==> src/rtl/clk_freq_monitor_pkg.sv <==
// Shared types and constants for the clock frequency monitor.
// BUS_CLK rate and the monitor FSM encoding.
package clk_freq_monitor_pkg;

  localparam int BUS_CLK_HZ = 48_000_000;

  typedef enum logic [1:0] {
    IDLE    = 2'd0,
    SETTLE  = 2'd1,
    MEASURE = 2'd2
  } state_t;

  function automatic logic [7:0] sat_inc8(
    input logic [7:0] v
  );
    return (v == 8'hFF) ? v : v + 8'd1;
  endfunction

endpackage

==> src/rtl/clk_freq_monitor_sync.sv <==
// Two-flop synchroniser with an extra flop for edge detection.
// level is the synchronised value; rise/fall are single-cycle pulses.
module cdc_sync_edge (
  input  logic BUS_CLK,
  input  logic BUS_RST,
  input  logic d,
  output logic level,
  output logic rise,
  output logic fall
);

  logic s1;
  logic s2;
  logic s3;

  always_ff @(posedge BUS_CLK or posedge BUS_RST) begin
    if (BUS_RST) begin
      s1 <= 1'b0;
      s2 <= 1'b0;
      s3 <= 1'b0;
    end else begin
      s1 <= d;
      s2 <= s1;
      s3 <= s2;
    end
  end

  assign level = s2;
  assign rise  = s2 & ~s3;
  assign fall  = ~s2 & s3;

endmodule

==> src/rtl/clk_freq_monitor.sv <==
// Gated edge counter on a prescaled toggle plus DCM lock-loss tracking.
// Windows run back to back while lock holds; a lock drop aborts them.
module clk_freq_monitor
  import clk_freq_monitor_pkg::*;
#(
  parameter int GATE_CYCLES   = BUS_CLK_HZ / 1000,
  parameter int SETTLE_CYCLES = 4800,
  parameter int CNT_W         = 16,
  parameter int EXP_MIN       = 990,
  parameter int EXP_MAX       = 1010
) (
  input  logic             BUS_CLK,
  input  logic             BUS_RST,
  input  logic             MON_TOGGLE,
  input  logic             LOCKED,
  input  logic             CLEAR,
  output logic [CNT_W-1:0] FREQ_COUNT,
  output logic             FREQ_VALID,
  output logic             FREQ_OK,
  output logic             MEASURING,
  output logic             LOCK_LOST,
  output logic [7:0]       LOSS_CNT
);

  localparam int GATE_W = $clog2(GATE_CYCLES + 1);
  localparam int SET_W  = $clog2(SETTLE_CYCLES + 1);
  localparam logic [GATE_W-1:0] GATE_LAST =
    GATE_W'(GATE_CYCLES - 1);
  localparam logic [SET_W-1:0] SET_LAST =
    SET_W'(SETTLE_CYCLES - 1);
  localparam logic [31:0] MIN_W = 32'(EXP_MIN);
  localparam logic [31:0] MAX_W = 32'(EXP_MAX);
  localparam logic [CNT_W-1:0] CNT_MAX = '1;

  state_t            state;
  logic [GATE_W-1:0] gate_cnt;
  logic [SET_W-1:0]  settle_cnt;
  logic [CNT_W-1:0]  edge_cnt;
  logic [CNT_W-1:0]  win_cnt;
  logic [31:0]       win_w;
  logic              win_ok;

  logic mon_level;
  logic mon_rise;
  logic mon_fall;
  logic lock_s;
  logic lock_rise;
  logic lock_fall;
  logic mon_edge;
  logic unused_sync;

  cdc_sync_edge u_mon_sync (
    .BUS_CLK (BUS_CLK),
    .BUS_RST (BUS_RST),
    .d       (MON_TOGGLE),
    .level   (mon_level),
    .rise    (mon_rise),
    .fall    (mon_fall)
  );

  cdc_sync_edge u_lock_sync (
    .BUS_CLK (BUS_CLK),
    .BUS_RST (BUS_RST),
    .d       (LOCKED),
    .level   (lock_s),
    .rise    (lock_rise),
    .fall    (lock_fall)
  );

  assign unused_sync = mon_level ^ lock_rise;
  assign mon_edge    = mon_rise | mon_fall;

  // Count including an edge on this cycle, saturating at all-ones.
  assign win_cnt = (mon_edge && edge_cnt != CNT_MAX)
                 ? edge_cnt + CNT_W'(1) : edge_cnt;
  assign win_w   = 32'(win_cnt);
  assign win_ok  = (win_cnt != CNT_MAX) &&
                   (win_w >= MIN_W) && (win_w <= MAX_W);

  assign MEASURING = (state == MEASURE);

  always_ff @(posedge BUS_CLK or posedge BUS_RST) begin
    if (BUS_RST) begin
      state      <= IDLE;
      gate_cnt   <= '0;
      settle_cnt <= '0;
      edge_cnt   <= '0;
      FREQ_COUNT <= '0;
      FREQ_VALID <= 1'b0;
      FREQ_OK    <= 1'b0;
      LOCK_LOST  <= 1'b0;
      LOSS_CNT   <= '0;
    end else begin
      FREQ_VALID <= 1'b0;

      // A loss on the same cycle as CLEAR restarts the tally at one.
      if (lock_fall) begin
        LOCK_LOST <= 1'b1;
        LOSS_CNT  <= CLEAR ? 8'd1 : sat_inc8(LOSS_CNT);
      end else if (CLEAR) begin
        LOCK_LOST <= 1'b0;
        LOSS_CNT  <= '0;
      end

      if (!lock_s) begin
        state      <= IDLE;
        gate_cnt   <= '0;
        settle_cnt <= '0;
        edge_cnt   <= '0;
      end else begin
        unique case (state)
          IDLE: begin
            state      <= SETTLE;
            settle_cnt <= '0;
          end
          SETTLE: begin
            if (settle_cnt == SET_LAST) begin
              state    <= MEASURE;
              gate_cnt <= '0;
              edge_cnt <= '0;
            end else begin
              settle_cnt <= settle_cnt + SET_W'(1);
            end
          end
          MEASURE: begin
            if (gate_cnt == GATE_LAST) begin
              FREQ_COUNT <= win_cnt;
              FREQ_OK    <= win_ok;
              FREQ_VALID <= 1'b1;
              gate_cnt   <= '0;
              edge_cnt   <= '0;
            end else begin
              gate_cnt <= gate_cnt + GATE_W'(1);
              edge_cnt <= win_cnt;
            end
          end
          default: state <= IDLE;
        endcase
      end
    end
  end

endmodule

==> config.mk <==
export PLATFORM = sky130hd
export DESIGN_NAME = clk_freq_monitor
export DESIGN_NICKNAME = d
export VERILOG_FILES = /design/src/rtl/clk_freq_monitor_pkg.sv /design/src/rtl/clk_freq_monitor_sync.sv /design/src/rtl/clk_freq_monitor.sv
export SDC_FILE = /design/constraint.sdc
export NUM_CORES = 1
export LEC_CHECK = 0
export CAP_MARGIN = 5
export CORE_UTILIZATION = 50
export CTS_CLUSTER_SIZE = 28
export DETAILED_ROUTE_END_ITERATION = 10
export PLACE_DENSITY = 0.74
export SYNTH_ARGS = -nofsm -noshare
export SYNTH_HDL_FRONTEND = slang
export SYNTH_SLANG_ARGS = --single-unit
==> constraint.sdc <==
create_clock -name BUS_CLK -period 3.5 [get_ports BUS_CLK]
set_clock_uncertainty 0.1 [all_clocks]
set_input_delay 0.7 -clock BUS_CLK [delete_from_list [all_inputs] [get_ports BUS_CLK]]
set_output_delay 0.7 -clock BUS_CLK [all_outputs]
set_load 0.1 [all_outputs]
* Word-level counts from Yosys, hierarchy flattened
Index checks and enable logic that the tools add are counted.
W data, S select, Z words.
** Cells by class
- Add/sub/neg operators :: 4
- Multiply operators :: 0
- Div/mod/pow operators :: 0
- Magnitude comparators :: 2
- Equality and inequality tests :: 13
- Shift operators :: 0
- Mux-type cells :: 23
- Bitwise operators :: 7
- Reduce and logical (&&, ||, !) cells :: 10
** Operators with widths (count)
- $mux W16 :: 6
- $pmux W16 S2 :: 2
- $add A16 B1 Y16 const B :: 2
- $mux W8 :: 4
- $ne A16 B16 Y1 const B :: 2
- $mux W13 :: 2
- $pmux W13 S2 :: 1
- $eq A16 B16 Y1 const B :: 1
- $ge A16 B10 Y1 const B :: 1
- $le A16 B10 Y1 const B :: 1
- $add A13 B1 Y13 const B :: 1
- $eq A13 B13 Y1 const B :: 1
- $ne A3 B3 Y1 const B :: 4
- $add A8 B1 Y8 const B :: 1
- $eq A8 B8 Y1 const B :: 1
- $reduce_and A2 Y1 :: 4
- $pmux W2 S3 :: 1
- $mux W1 :: 5
- $mux W2 :: 2
- $ne A2 B2 Y1 const B :: 2
- $and A1 B1 Y1 :: 3
- $logic_and A1 B1 Y1 :: 3
- $not A1 Y1 :: 3
- $reduce_and A3 Y1 :: 1
- other kinds (5) :: 5
** Storage, ports and cells
- Register bits :: 80
- Bits in latches :: 0
- RAM bits :: 0
- ROM bits :: 0
- Word-level logic and storage cells :: 74
- Memories kept :: 0

* Longest topological paths before layout
Gate-level depths: netlist of run 1.
- Word-level depth :: 8
- Gate-level depth with buffers :: 9
- Gate-level depth less buffers :: 7

* Modules after synthesis
Synthesis of run 1 repeated with hierarchy kept, for this count alone.
** Unflattened totals
- Cell total of the unflattened synthesis :: 450
- Area, all modules :: 4160.2 um^2
** Modules (own cells, without submodules)
- clk_freq_monitor :: times used 1, cells an instance 438, area each 3972.6 um^2, sequential area each 1851.8 um^2
- cdc_sync_edge :: times used 2, cells an instance 6, area each 93.8 um^2, sequential area each 75.1 um^2

* Least setup slack after synthesis of run 1
No wires, ideal clock.
- Path kind :: register to register
- From :: reg state[0]
- To :: reg FREQ_OK
- Data arrival time :: 2.583 ns
- Data required time :: 3.308 ns
- Setup slack :: 0.725 ns
- Cell stages (with the launch flop) :: 9
- Path buffers :: 1
- Clock period less this slack :: 2.775 ns
- Path through :: dfrtp_1 > inv_1 > ha_1 > nand2_1 > or3_1 > buf_2 > a211oi_2 > nand4_1 > o31ai_2
** On the way
- Word-level cells in the longest chain between the ends :: 2
** RTL lines
- start, declared :: RTL line clk_freq_monitor.sv:35 : state_t state;
- start signal, assigned :: RTL line clk_freq_monitor.sv:84 : state <= IDLE;
- start signal, assigned :: RTL line clk_freq_monitor.sv:106 : state <= IDLE;
- start signal, assigned :: RTL line clk_freq_monitor.sv:113 : state <= SETTLE;
- $eq A2 B2 Y1
- net MEASURING :: RTL line clk_freq_monitor.sv:20 : output logic MEASURING,
- $reduce_and A3 Y1 (no source line)
- end signal, assigned :: RTL line clk_freq_monitor.sv:128 : FREQ_OK <= win_ok;
- end, declared :: RTL line clk_freq_monitor.sv:19 : output logic FREQ_OK,
The timed path passes the listed nets, and every way through them passes these cells.
A chain may end at the register's enable or synchronous reset.

* Worst setup path after layout of run 1
- From :: reg settle_cnt[7]
- To :: reg edge_cnt[13]
** On the way
- Word-level cells in the longest chain between the ends :: 3
** RTL lines
- start, declared :: RTL line clk_freq_monitor.sv:37 : logic [SET_W-1:0] settle_cnt;
- start signal, assigned :: RTL line clk_freq_monitor.sv:122 : settle_cnt <= settle_cnt + SET_W'(1);
- $eq A13 B13 Y1 :: RTL line clk_freq_monitor.sv:117 : if (settle_cnt == SET_LAST) begin
- $ne A3 B3 Y1 (no source line)
- $reduce_and A2 Y1 (no source line)
- end signal, assigned :: RTL line clk_freq_monitor.sv:134 : edge_cnt <= win_cnt;
- end, declared :: RTL line clk_freq_monitor.sv:38 : logic [CNT_W-1:0] edge_cnt;
No other way between the ends.

==> run summary, run 1 <==
Global routing finished with a remaining overflow of 0. In the final timing run, aggregate negative setup slack is 0 ns. In this run the clock root is driven by a clkbuf_8. For this run, the number of Yosys warnings is 0.

The layout net count is 524, and the max-cap check violation count is 0. Die span in x: 95.52 microns. The mean instance size in the synthesized netlist is 9.054 sq um. The number of cell instances on the worst register-to-register path works out to 7. The average detailed-routed wire length per instance is 15.98 microns. The per-cell via count in the routed design came out at 6.145.

Across all hold checks on the routed design, the worst slack comes to 0.2551 ns. Leaving out fill and tap cells, the most frequent cells in the layout are dfrtp_1 (80), nand2_1 (50), o21ai_0 (50), nor2_1 (40), buf_4 (29). At the end of routability-driven placement, the weighted congestion stood at 0.8458.

The maximum number of pins on one net before global-route repair was 40. STA classifies the critical path endpoint as a register. Setup repair after global routing left no endpoint under its margin. The initial core utilization is 52.43%. Setup violations remaining at the end of the flow were counted as 0. The vertical die dimension was 95.52 microns.

The number of instances resized during post-cts repair is 0. For the instance count after placement with tap cells included, the log shows 605. Fill cells in the final layout number 732. The logs give 0 for the hold buffer count at CTS and 63 for the number of different library cells in the post-synthesis netlist. The critical path is of the register to register type. Yosys mapped a number of flops with a built-in enable equal to 0.

The worst slack after detailed placement came out at 0.6818 ns. Number of design rule violations left after detail routing: 0. The run gives 241 as the number of DRC markers after the initial detailed-route iteration. The most used flip-flop cell after synthesis is dfrtp_1. Across the VDD grid, the largest voltage drop is 318.7 uV. STA classifies the critical path startpoint as a register. Of the total synthesized cell area, the portion taken by XOR and XNOR cells is 3.805%. The flow ran to the end, and the final reports show no timing, DRC or antenna violations. The finished layout holds 621 standard cells, fillers aside. Clock tree synthesis found a total of 80 sinks.

The area of the die came out at 9124 sq um. The final worst slack came out at 0.5958 ns. For this run, the slowest stage of the critical path takes 0.48 ns.

The post-route netlist has 11.05% of its cells at a drive strength greater than 1. In the finished design, the share of the clock period the worst path needs comes to 82.98%. The number of hold violations in the final report is 0, and the number of post-CTS setup repair buffers is 0.

After synthesis, the share of cell area in mux cells is 0.9442%. The count of nets left with antenna violations once routing finished came out at 0. The tools report the total area of multi-input combinational cells as 2213 sq um. The min-delay analysis places its worst path in the category register to register.

Share of async-settable or async-resettable flops after synthesis: 100.0%. In this run the core area contains 33 standard-cell rows. TritonCTS built the clock tree. Of the total power, the share spent switching nets is 33.70%. The logs give 0 for the count of antenna diodes in the layout and 3.04 ns for the worst path arrival time. The logs give 1.416 mW for the internal cell power and 2 for the largest buffer count on any clock path.

For this run, the top clock speed supported by timing is 344.3 MHz. After clock tree synthesis, the clock-pin slew on the worst setup and hold paths is 0.08 ns. Cell depth of the worst min-delay path: 0.

By area, the combinational part of the netlist is dominated by simple AND/OR/NAND/NOR gates. The tools report the via count of the first global-routing pass as 3486. The first detailed-routing pass took 5 iterations. For this run, the total global-route usage over all layers was measured as 23.28%.

Summing the sequential cell areas from Yosys gives 45.78% of the chip area. The number of antenna violations at the first check in global routing came out at 0. The sequential share of power was 45.5%; the combinational share of power was 22.6%.

Measured against its own limit, the worst slew margin works out to 35.34%. The final critical-path required period is 2.904 ns, and the area growth from synthesis to final layout is 13.13%. The peak fanout along the critical path was 15; the power spent charging and discharging nets was 719.9 uW. At the pin with the least slew margin, the transition time is 0.9611 ns.

The power density of the placed cells came out at 431.8 nW/um^2. The commonest non-fill, non-tap cell in the layout is dfrtp_1. For this design the static power due to leakage is 2.099 nW. Data on the critical path is required at its endpoint by 3.63 ns. The count of port buffers added during placement works out to 32. The boundary pin count is 33, and the area taken by flip-flops and latches is 2002 sq um.

The clock buffer count from CTS is 9, and the H-tree depth reported by CTS is 3. The logs give 6980 microns for the detailed placement HPWL and 9925 microns for the routed wire length. Synthesized-area fraction occupied by ao, oa, aoi and oai cells: 20.94%.

The routed layout has 3816 vias. The signal on the critical path passes through nand4b_1, or3_1, o31a_1, o21ai_4, nand2_1, buf_4, o41ai_1. The critical path's slowest cell was dfrtp_1.

The number of nets in the synthesized netlist is 496. The source-to-sink clock delay at the later pin of the worst-skew pair came out at 0.36 ns. The wire length of the first global-routing pass was 16260 microns. After Yosys synthesis, and, or, nand and nor cells account for 22.55% of the synthesized area. The synthesized design contains 80 register bits. The area of the core is 8341 sq um, and the number of instances in the synthesized netlist is 483. For the final count of pins violating max slew, the log shows 0.

The adder and majority cell fraction of the synthesized area works out to 2.289%. The logs give 31.9% for the part of the power in the clock network and 4373 sq um for the netlist area before placement.
[through the flow]
stage | area [sq um] | power, mW | util (%)
after detailed placement | 4750 | 1.468 | 56.95
final | 4947 | 2.136 | 59.32
after global routing | 4947 | 2.252 | 59.32
after floorplan | 4373 | 1.338 | -
after global placement | 4750 | 1.451 | 56.95
after CTS | 4947 | 2.150 | 59.32
[flip-flops by register name, indices dropped and copies added, names as in the netlist]
signal,cells
settle_cnt,13
FREQ_VALID,1
u_mon_sync.s3,1
gate_cnt,16
FREQ_COUNT,16
u_lock_sync.s1,1
edge_cnt,16
state,2
u_lock_sync.level,1
FREQ_OK,1
LOCK_LOST,1
u_lock_sync.s3,1
u_mon_sync.s1,1
u_mon_sync.level,1
LOSS_CNT,8
[final timing paths]
kind | start | endpoint | slack, ns
worst max register to register | settle_cnt[7]$_DFFE_PP0P_ | edge_cnt[13]$_DFFE_PP0P_ | 0.60
max in group asynchronous | BUS_RST | settle_cnt[10]$_DFFE_PP0P_ | 1.93
worst max-delay path | settle_cnt[7]$_DFFE_PP0P_ | edge_cnt[13]$_DFFE_PP0P_ | 0.60
worst min register to register | u_mon_sync.s1$_DFF_PP0_ | u_mon_sync.level$_DFF_PP0_ | 0.26
min in group asynchronous | BUS_RST | LOSS_CNT[6]$_DFFE_PP0P_ | 0.63
worst min-delay path | u_mon_sync.s1$_DFF_PP0_ | u_mon_sync.level$_DFF_PP0_ | 0.26
[cell type report]
type                       count  share of cell area [%]
multi-input combinational    362                   44.74
sequential                    80                   40.47
timing repair buffer          41                   6.829
tap                          105                   2.656
clock buffer                  10                   2.580
clock inverter                 6                   1.416
inverter                      17                   1.315
[cell usage after synthesis (all sizes together), types with 3 or more instances]
library cell | number | area (sq um)
a31oi | 5 | 31.28
or3 | 6 | 37.54
xnor2 | 11 | 96.34
ha | 8 | 100.1
nor3 | 12 | 60.06
a21oi | 19 | 95.09
inv | 17 | 63.81
nor2 | 40 | 150.1
nand2b | 3 | 18.77
buf | 7 | 33.78
a311oi | 4 | 35.03
and3 | 16 | 100.1
nor3b | 3 | 22.52
or4 | 4 | 33.78
dfrtp | 80 | 2002
o31ai | 17 | 146.4
nand4 | 11 | 75.07
clkbuf | 17 | 63.81
nand4b | 3 | 26.28
a21boi | 6 | 45.05
nand3 | 25 | 125.1
xor2 | 8 | 70.07
nor2b | 5 | 31.28
nand2 | 50 | 187.7
a22oi | 4 | 30.03
and4 | 4 | 35.03
mux2i | 3 | 30.03
a21o | 5 | 37.54
o21ai | 53 | 276.5
a2bb2oi | 3 | 26.28
a211oi | 4 | 35.03
[critical path, delay by kind of cell, from the launching register on]
kind	cells	cell delay, ns
buffers and inverters	1	0.28
flip-flops	1	0.48
AND/OR/NAND/NOR	3	0.76
AO/OA/AOI/OAI	3	1.16
[power by group through the flow]
stage / Clock, mW / Sequential (mW) / Combinational [mW]
floorplan: 0 / 1.01 / 0.328
global placement: 0 / 0.987 / 0.464
detailed placement: 0 / 0.990 / 0.478
CTS: 0.699 / 0.971 / 0.479
global route: 0.743 / 0.976 / 0.533
finish: 0.683 / 0.971 / 0.482
[per-layer routing]
layer	share of wire [%]	vias up	routed length, microns	GRT usage (%)
met5	0	-	0	0
met3	5.3	17	525	6.619
li1	-	1820	-	-
met4	1.3	0	132	7.214
met1	46	1854	4522	29.83
met2	48	125	4745	38.04
[kinds of logic after synthesis]
family | count (synthesis)
flops | 80
xor+xnor | 19
mux | 4
compound gates | 138
fa+ha+maj | 8
buf+inv | 41
simple gates | 193
Note: power is estimated with default switching activity, not from simulation.
==> run 2: changes to the inputs <==
--- a/config.mk
+++ b/config.mk
@@ -9,7 +9,7 @@
 export CORE_UTILIZATION = 50
 export CTS_CLUSTER_SIZE = 28
 export DETAILED_ROUTE_END_ITERATION = 10
-export PLACE_DENSITY = 0.74
+export PLACE_DENSITY = 0.77
 export SYNTH_ARGS = -nofsm -noshare
 export SYNTH_HDL_FRONTEND = slang
 export SYNTH_SLANG_ARGS = --single-unit
==> constraint.sdc (replaced) <==
create_clock -name BUS_CLK -period 2.4 [get_ports BUS_CLK]
set_clock_uncertainty 0.1 [all_clocks]
set_input_delay 0.48 -clock BUS_CLK [delete_from_list [all_inputs] [get_ports BUS_CLK]]
set_output_delay 0.48 -clock BUS_CLK [all_outputs]
set_load 0.1 [all_outputs]
==> run 2 against run 1 <==
Against the previous run:
- power is 53% higher
- largest cell class unchanged
- highest routed layer unchanged
- routed wire length rose by 3.0%
- via count is 2.9% higher
==> run summary, run 2 (synthesis gave the netlist of run 1 again) <==
The wire length of the first global-routing pass was 16700 microns (+2.7%); the final count of pins violating max slew was 0 (unchanged). The largest buffer count on any clock path was 2 (unchanged); the source-to-sink clock delay at the later pin of the worst-skew pair was 0.37 ns (about the same). Average detailed-routed wire length per instance: 15.70 microns (-1.8%). The min-delay analysis places its worst path in the category register to register. The final critical-path required period is 2.325 ns (-0.5796 ns).

The transition time of the tightest slew-check pin was 0.6899 ns (-0.2712 ns). The clock transition time at the flip-flop clock pins of the worst setup and hold paths is 0.09 ns (about the same). The number of cell instances on the worst register-to-register path was 7 (unchanged). The tools report the clock buffer count from CTS as 9 (unchanged).

The slowest stage of the critical path is the or4_4 cell. The logs give 23.34% (+0.067 points) for the aggregate global-route resource usage and 2.277 nW (+8.5%) for the static leakage. Peak fanout along the critical path: 4 (-11). The tools report the critical hold path startpoint as u_mon_sync.s1$_DFF_PP0_. The startpoint-to-endpoint class of the critical path was register to register. STA classifies the critical path startpoint as a register.

The share of the cycle needed by the critical path after routing was 96.86% (+14 points); the path length in cells of the critical path was 7 (unchanged). The logs give 3925 (+2.9%) for the vias after detailed routing and 0 (unchanged) for the number of antenna violations at the first check in global routing. The count of port buffers added during placement works out to 32 (unchanged). The run finished with clean final reports. The boundary pin count was 33 (unchanged).

The routability congestion estimate was 0.9194 (+8.7%). The tools report the hold path endpoint as u_mon_sync.level$_DFF_PP0_. The number of design rule violations left after detail routing is 0 (unchanged), and the detailed placement HPWL is 6966 microns (-0.19%). The area of the die came out at 9124 sq um (unchanged).

In the layout the commonest cells are dfrtp_1 (80), buf_4 (65), nand2_1 (50), o21ai_0 (50), nor2_1 (40). Area growth from synthesis to final layout: 20.43%. Layout net count: 554 (+5.7%). For the number of nets still failing antenna checks after routing, the log shows 0 (unchanged). The root buffer cell was clkbuf_8. The tools report the final global-route overflow total as 0 (unchanged).

The source of the worst register-to-register timing path was gate_cnt[1]$_DFFE_PP0P_. The critical path goes through ha_4, nand4_4, or4_4, or3_4, a211oi_2, nand4_1, o31ai_2. The peak supply drop was 532.8 uV (+67%).

The relative max-transition margin was 53.68% (+18 points). The largest registers in the layout are FREQ_COUNT (16), edge_cnt (16), gate_cnt (16). The endpoint of the worst register-to-register path is FREQ_OK$_DFFE_PP0P_. The area of the core is 8341 sq um (unchanged), and the per-cell via count in the routed design is 6.029 (-1.9%).

The logs give 0.07545 ns (-0.5204 ns) for the final worst slack and 0 (unchanged) for the number of hold violations in the final report. The overall power after layout was 3.275 mW (+53%); the highest cell delay on the worst timing path was 0.52 ns (+0.04 ns). The number of DRC markers after the initial detailed-route iteration came out at 197 (-18%). The max-cap check violation count is 0 (unchanged). The run gives 3594 (+3.1%) as the via count of the first global-routing pass.

The H-tree depth reported by CTS was 3 (unchanged); the die span in x was 95.52 microns (unchanged). TritonCTS built the clock tree. The vertical die dimension was 95.52 microns (unchanged); the maximum number of pins on one net before global-route repair was 81 (+100%). The tools report the critical path capture point type as a register.

The proportion of layout cells with a drive suffix above 1 came out at 19.96% (+8.9 points). Data required time of the worst path: 2.58 ns (-1.05 ns). The tools report the hold buffer count at CTS as 0 (unchanged).

The achievable clock frequency came out at 430.2 MHz (+25%). The library cell used most frequently in the layout, excluding fill and tap cells, is dfrtp_1. The initial core utilization is 52.43% (unchanged). Count of antenna diodes in the layout: 0 (unchanged). The logs give 2.50 ns (-0.54 ns) for the worst path arrival time and 0.08 ns (-0.52 ns) for the internal reg-to-reg setup slack. The tools report the worst slack after detailed placement as -0.008530 ns (-0.6903 ns).

The clock sink total is 80 (unchanged), and the buffers plus inverters on the worst setup path is 0 (-1). The routed wire length was 10220 microns (+3.0%). Kind of cell adding the most delay to the critical path: simple AND/OR/NAND/NOR gates.

Standard-cell row count: 33 (unchanged). The run gives 5 (unchanged) as the first-pass iteration count of the detailed router. The final setup violation count came out at 0 (unchanged).

The count of filler cells inserted in the layout was 668 (-8.7%); the power density of the placed cells was 621.8 nW/um^2 (+44%). The cell depth of the worst min-delay path is 0 (unchanged).
[run 2: area by class of cell]
cell class	instances	area, sq um	share of cell area (%)
Clock inverter	7	78.83	1.497
Clock buffer	9	123.9	2.352
Multi-Input combinational cell	362	2295	43.57
Sequential cell	80	2002	38.01
Inverter	17	67.56	1.283
Tap cell	105	131.4	2.495
Timing Repair Buffer	71	568.0	10.79
[run 2: worst max-delay path by stage]
stage,from,end
global route,gate_cnt[1]$_DFFE_PP0P_,FREQ_OK$_DFFE_PP0P_
detailed placement,gate_cnt[0]$_DFFE_PP0P_,FREQ_OK$_DFFE_PP0P_
finish,gate_cnt[1]$_DFFE_PP0P_,FREQ_OK$_DFFE_PP0P_
floorplan,state[0]$_DFFE_PP0P_,FREQ_OK$_DFFE_PP0P_
global placement,gate_cnt[0]$_DFFE_PP0P_,FREQ_OK$_DFFE_PP0P_
CTS,gate_cnt[1]$_DFFE_PP0P_,FREQ_OK$_DFFE_PP0P_
[run 2: report_power, final]
part | internal (mW) | leakage, nW | total (mW) | switching, mW
clock | 0.493 | 0.0982 | 1.05 | 0.553
combinational | 0.283 | 1.08 | 0.815 | 0.532
sequential | 1.38 | 1.10 | 1.41 | 0.0314
total | 2.16 | 2.28 | 3.27 | 1.12
[run 2: repair_timing]
| item | 4_1_cts | 5_1_grt |
|---|---|---|
| gates resized for setup | 0 | 16 |
| setup buffers | 2 | 1 |
| setup endpoints to repair | 3 | 26 |
| pin swaps | 1 | 10 |
| endpoints found under the hold margin | 0 | 0 |
[run 2: metrics by stage]
step	instances	area, sq um	setup TNS, ns	hold WS (ns)	utilization [%]
after global routing	651	5266	-0.03491	0.2683	63.14
after global placement	632	4962	0	0.2353	59.50
final	651	5266	0	0.2548	63.14
after CTS	650	5180	0	0.2581	62.11
after floorplan	483	4379	0	0.2312	-
after detailed placement	632	4962	-0.008530	0.2362	59.50
[run 2: per-layer routing]
| metal | wire [microns] | track usage [%] | up-vias | part of all wire [%] |
|---|---|---|---|---|
| met5 | 0 | 0 | - | 0 |
| met4 | 161 | 8.085 | 0 | 1.6 |
| met3 | 520 | 5.263 | 18 | 5.1 |
| met2 | 4979 | 38.10 | 133 | 49 |
| met1 | 4559 | 30.44 | 1886 | 45 |
| li1 | - | - | 1888 | - |
==> run 3: changes to the inputs <==
--- a/config.mk
+++ b/config.mk
@@ -9,6 +9,7 @@
 export CORE_UTILIZATION = 50
 export CTS_CLUSTER_SIZE = 28
 export DETAILED_ROUTE_END_ITERATION = 10
+export MAX_ROUTING_LAYER = met4
 export PLACE_DENSITY = 0.77
 export SYNTH_ARGS = -nofsm -noshare
 export SYNTH_HDL_FRONTEND = slang
==> run 3 against run 2 <==
Against the previous run:
- die area did not move
- routed wire length is 5.3% higher
- combinational power increased by 3.4%
- register-to-register slack got worse by 0.02 ns
- first-iteration DRC count decreased by 4.1%
- global-route usage increased by 2.3 points
- largest power group unchanged
- worst hold slack about the same
- clock power about the same
- power grew 1.4%
- critical path depth unchanged
- critical endpoint unchanged
==> run summary, run 3 (synthesis gave the netlist of run 1 again) <==
The transition time of the tightest slew-check pin came out at 0.5887 ns (-0.1012 ns). The path length in cells of the critical path is 7 (unchanged). Fraction of power spent switching nets: 34.18% (+0.082 points). TritonCTS built the clock tree. The clock transition time at the flip-flop clock pins of the worst setup and hold paths is 0.09 ns (about the same), and the clock sink total is 80 (unchanged).

Non-filler instance count after layout: 660 (+1.4%). The count of filler cells inserted in the layout is 693 (+3.7%), and the number of cell instances on the worst register-to-register path is 7 (unchanged). The detailed placement HPWL was 7613 microns (+9.3%). The average detailed-routed wire length per instance works out to 16.30 microns (+3.8%). The number of antenna violations at the first check in global routing is 0 (unchanged), and the layout net count is 563 (+1.6%). The run gives 426.9 MHz (-0.78%) as the achievable clock frequency.

The buffers plus inverters on the worst setup path works out to 0 (unchanged). The final count of pins violating max slew was 0 (unchanged); the standard-cell row count was 33 (unchanged). The share of the cycle needed by the critical path after routing works out to 97.61% (+0.76 points).

The logs give 9 (unchanged) for the clock buffer count from CTS and 3.319 mW (+1.4%) for the overall power after layout. The final setup violation count is 0 (unchanged). The tools report the instance count after placement with tap cells included as 636 (+0.63%). The data required time of the worst path was 2.58 ns (about the same); the final global-route overflow total was 0 (unchanged). The library cell used most frequently in the layout, excluding fill and tap cells, is dfrtp_1. The wire length of the first global-routing pass was 17490 microns (+4.7%); the relative max-transition margin was 60.57% (+6.9 points).

For the via count of the first global-routing pass, the log shows 3612 (+0.50%). For the initial core utilization, the log shows 52.43% (unchanged). The nature of the critical path startpoint is a register. The logs give 2307 sq um (+0.55%) for the total area of multi-input combinational cells and 0 (unchanged) for the number of nets still failing antenna checks after routing. The logs give 42.6% (-0.6 points) for the sequential share of power and 29 (-64%) for the maximum number of pins on one net before global-route repair.

The combinational share of power is 25.4% (+0.5 points), and the aggregate global-route resource usage is 25.66% (+2.3 points). The largest buffer count on any clock path came out at 2 (unchanged). The first-pass iteration count of the detailed router was 4 (-1); the power density of the placed cells was 617.8 nW/um^2 (-0.64%). From synthesis to final layout, the design area changed by 22.86%.

The area taken by flip-flops and latches came out at 2002 sq um (unchanged). Kind of cell adding the most delay to the critical path: simple AND/OR/NAND/NOR gates. The tools report the part of the power in the clock network as 32.0% (about the same). In the final layout, the registers with the most flip-flops are FREQ_COUNT (16), edge_cnt (16), gate_cnt (16). The area of the die was 9124 sq um (unchanged). Leaving out fill and tap cells, the most frequent cells in the layout are dfrtp_1 (80), buf_4 (72), nand2_1 (50), o21ai_0 (48), nor2_1 (39). The tools report the detailed route wirelength on metal2 as 5389 microns (+8.2%).

The slowest stage of the critical path is the or4_4 cell. The run finished with clean final reports. The run gives 10760 microns (+5.3%) as the routed wire length.

The worst setup path is captured at a register. The highest cell delay on the worst timing path was 0.52 ns (about the same). The class of the most critical hold timing path was register to register. The finished layout cell area was 5373 sq um (+2.0%). The cell depth of the worst min-delay path was 0 (unchanged); the number of design rule violations left after detail routing was 0 (unchanged). The run gives 4808 microns (+5.5%) as the length of routed wiring on met1. The number of hold violations in the final report was 0 (unchanged); the per-cell via count in the routed design was 5.955 (-1.2%).

The number of DRC markers after the initial detailed-route iteration is 189 (-4.1%), and the worst path arrival time is 2.52 ns (+0.02 ns). The detailed router used layers up to and including met4. The run gives 2.350 nW (+3.2%) as the static leakage. The run gives 0 (unchanged) as the max-cap check violation count. The final critical-path required period was 2.343 ns (+0.01820 ns). The logs give 371 microns (-29%) for the wire length on met3 and 3 (unchanged) for the H-tree depth reported by CTS. The power spent charging and discharging nets was 1.134 mW (+1.6%); the source-to-sink clock delay at the later pin of the worst-skew pair was 0.37 ns (about the same). The count of antenna diodes in the layout is 0 (unchanged), and the peak supply drop is 547.5 uV (+2.8%). Startpoint-to-endpoint class of the critical path: register to register. The vertical die dimension was 95.52 microns (unchanged); the area of the core was 8341 sq um (unchanged). The hold buffer count at CTS was 0 (unchanged); the count of port buffers added during placement was 32 (unchanged). The critical path goes through ha_2, nand4_4, or4_4, or3_4, a211oi_2, nand4_1, o31ai_2. The peak fanout along the critical path works out to 2 (-2). Proportion of layout cells with a drive suffix above 1: 22.16% (+2.2 points). The final worst slack was 0.05726 ns (-0.01820 ns).

The die span in x came out at 95.52 microns (unchanged). The worst slack after detailed placement came out at -0.01437 ns (-0.005842 ns). Setup repair after global routing could not meet its margin everywhere. The vias after detailed routing is 3930 (+0.13%), and the routability congestion estimate is 0.9370 (+1.9%).

The internal cell power was 2.185 mW (+1.2%). The final core utilization was 64.42% (+1.3 points); the standard cell area after detailed placement was 5005 sq um (+0.86%). CTS placed an instance of clkbuf_8 at the clock tree root.

The boundary pin count was 33 (unchanged).
[run 3: worst register-to-register path, stage by stage (launching register included)]
cell and delay [ns]:
dfrtp_1 0.38, ha_2 0.22, nand4_4 0.08, or4_4 0.52, or3_4 0.34, a211oi_2 0.19, nand4_1 0.16, o31ai_2 0.25
[run 3: final cells by class]
cell class                      count  area share [%]
Timing Repair Buffer               80           12.13
Clock inverter                      7           1.653
Clock buffer                        9           2.306
Multi-Input combinational cell    362           42.94
Sequential cell                    80           37.26
Inverter                           17           1.258
Tap cell                          105           2.445
[run 3: metal layers]
metal  track usage, %  vias up
met5                -        -
met3            4.306       18
met4            8.706        0
met1            32.72     1924
met2            41.43       91
li1                 -     1897
[run 3: path summary, 6_finish.rpt]
path,from,endpoint,slack (ns)
max in group asynchronous,BUS_RST,edge_cnt[6]$_DFFE_PP0P_,1.35
min,u_mon_sync.s1$_DFF_PP0_,u_mon_sync.level$_DFF_PP0_,0.25
max,gate_cnt[1]$_DFFE_PP0P_,FREQ_OK$_DFFE_PP0P_,0.06
min reg2reg,u_mon_sync.s1$_DFF_PP0_,u_mon_sync.level$_DFF_PP0_,0.25
max reg2reg,gate_cnt[1]$_DFFE_PP0P_,FREQ_OK$_DFFE_PP0P_,0.06
min in group asynchronous,BUS_RST,LOSS_CNT[5]$_DFFE_PP0P_,0.33
[run 3: timing repair]
action | in CTS | in global routing
setup buffers | 2 | 6
pin swaps | 3 | 8
endpoints found under the setup margin | 1 | 28
cloned | 0 | 0
resized for setup | 2 | 20
endpoints found under the hold margin | 0 | 0
[run 3: per-stage QoR]
step / setup TNS, ns / hold slack (ns)
floorplan: 0 / 0.2312
finish: 0 / 0.2544
CTS: 0 / 0.2549
detailed placement: -0.01437 / 0.2347
global route: -0.08570 / 0.2712
global placement: 0 / 0.2320
[run 3: power groups by stage]
stage / logic [mW] / clock network, mW / registers, mW
finish: 0.843 / 1.06 / 1.41
global route: 0.917 / 1.15 / 1.42
CTS: 0.785 / 1.09 / 1.41
detailed placement: 0.775 / 0 / 1.44
global placement: 0.757 / 0 / 1.44
floorplan: 0.481 / 0 / 1.47
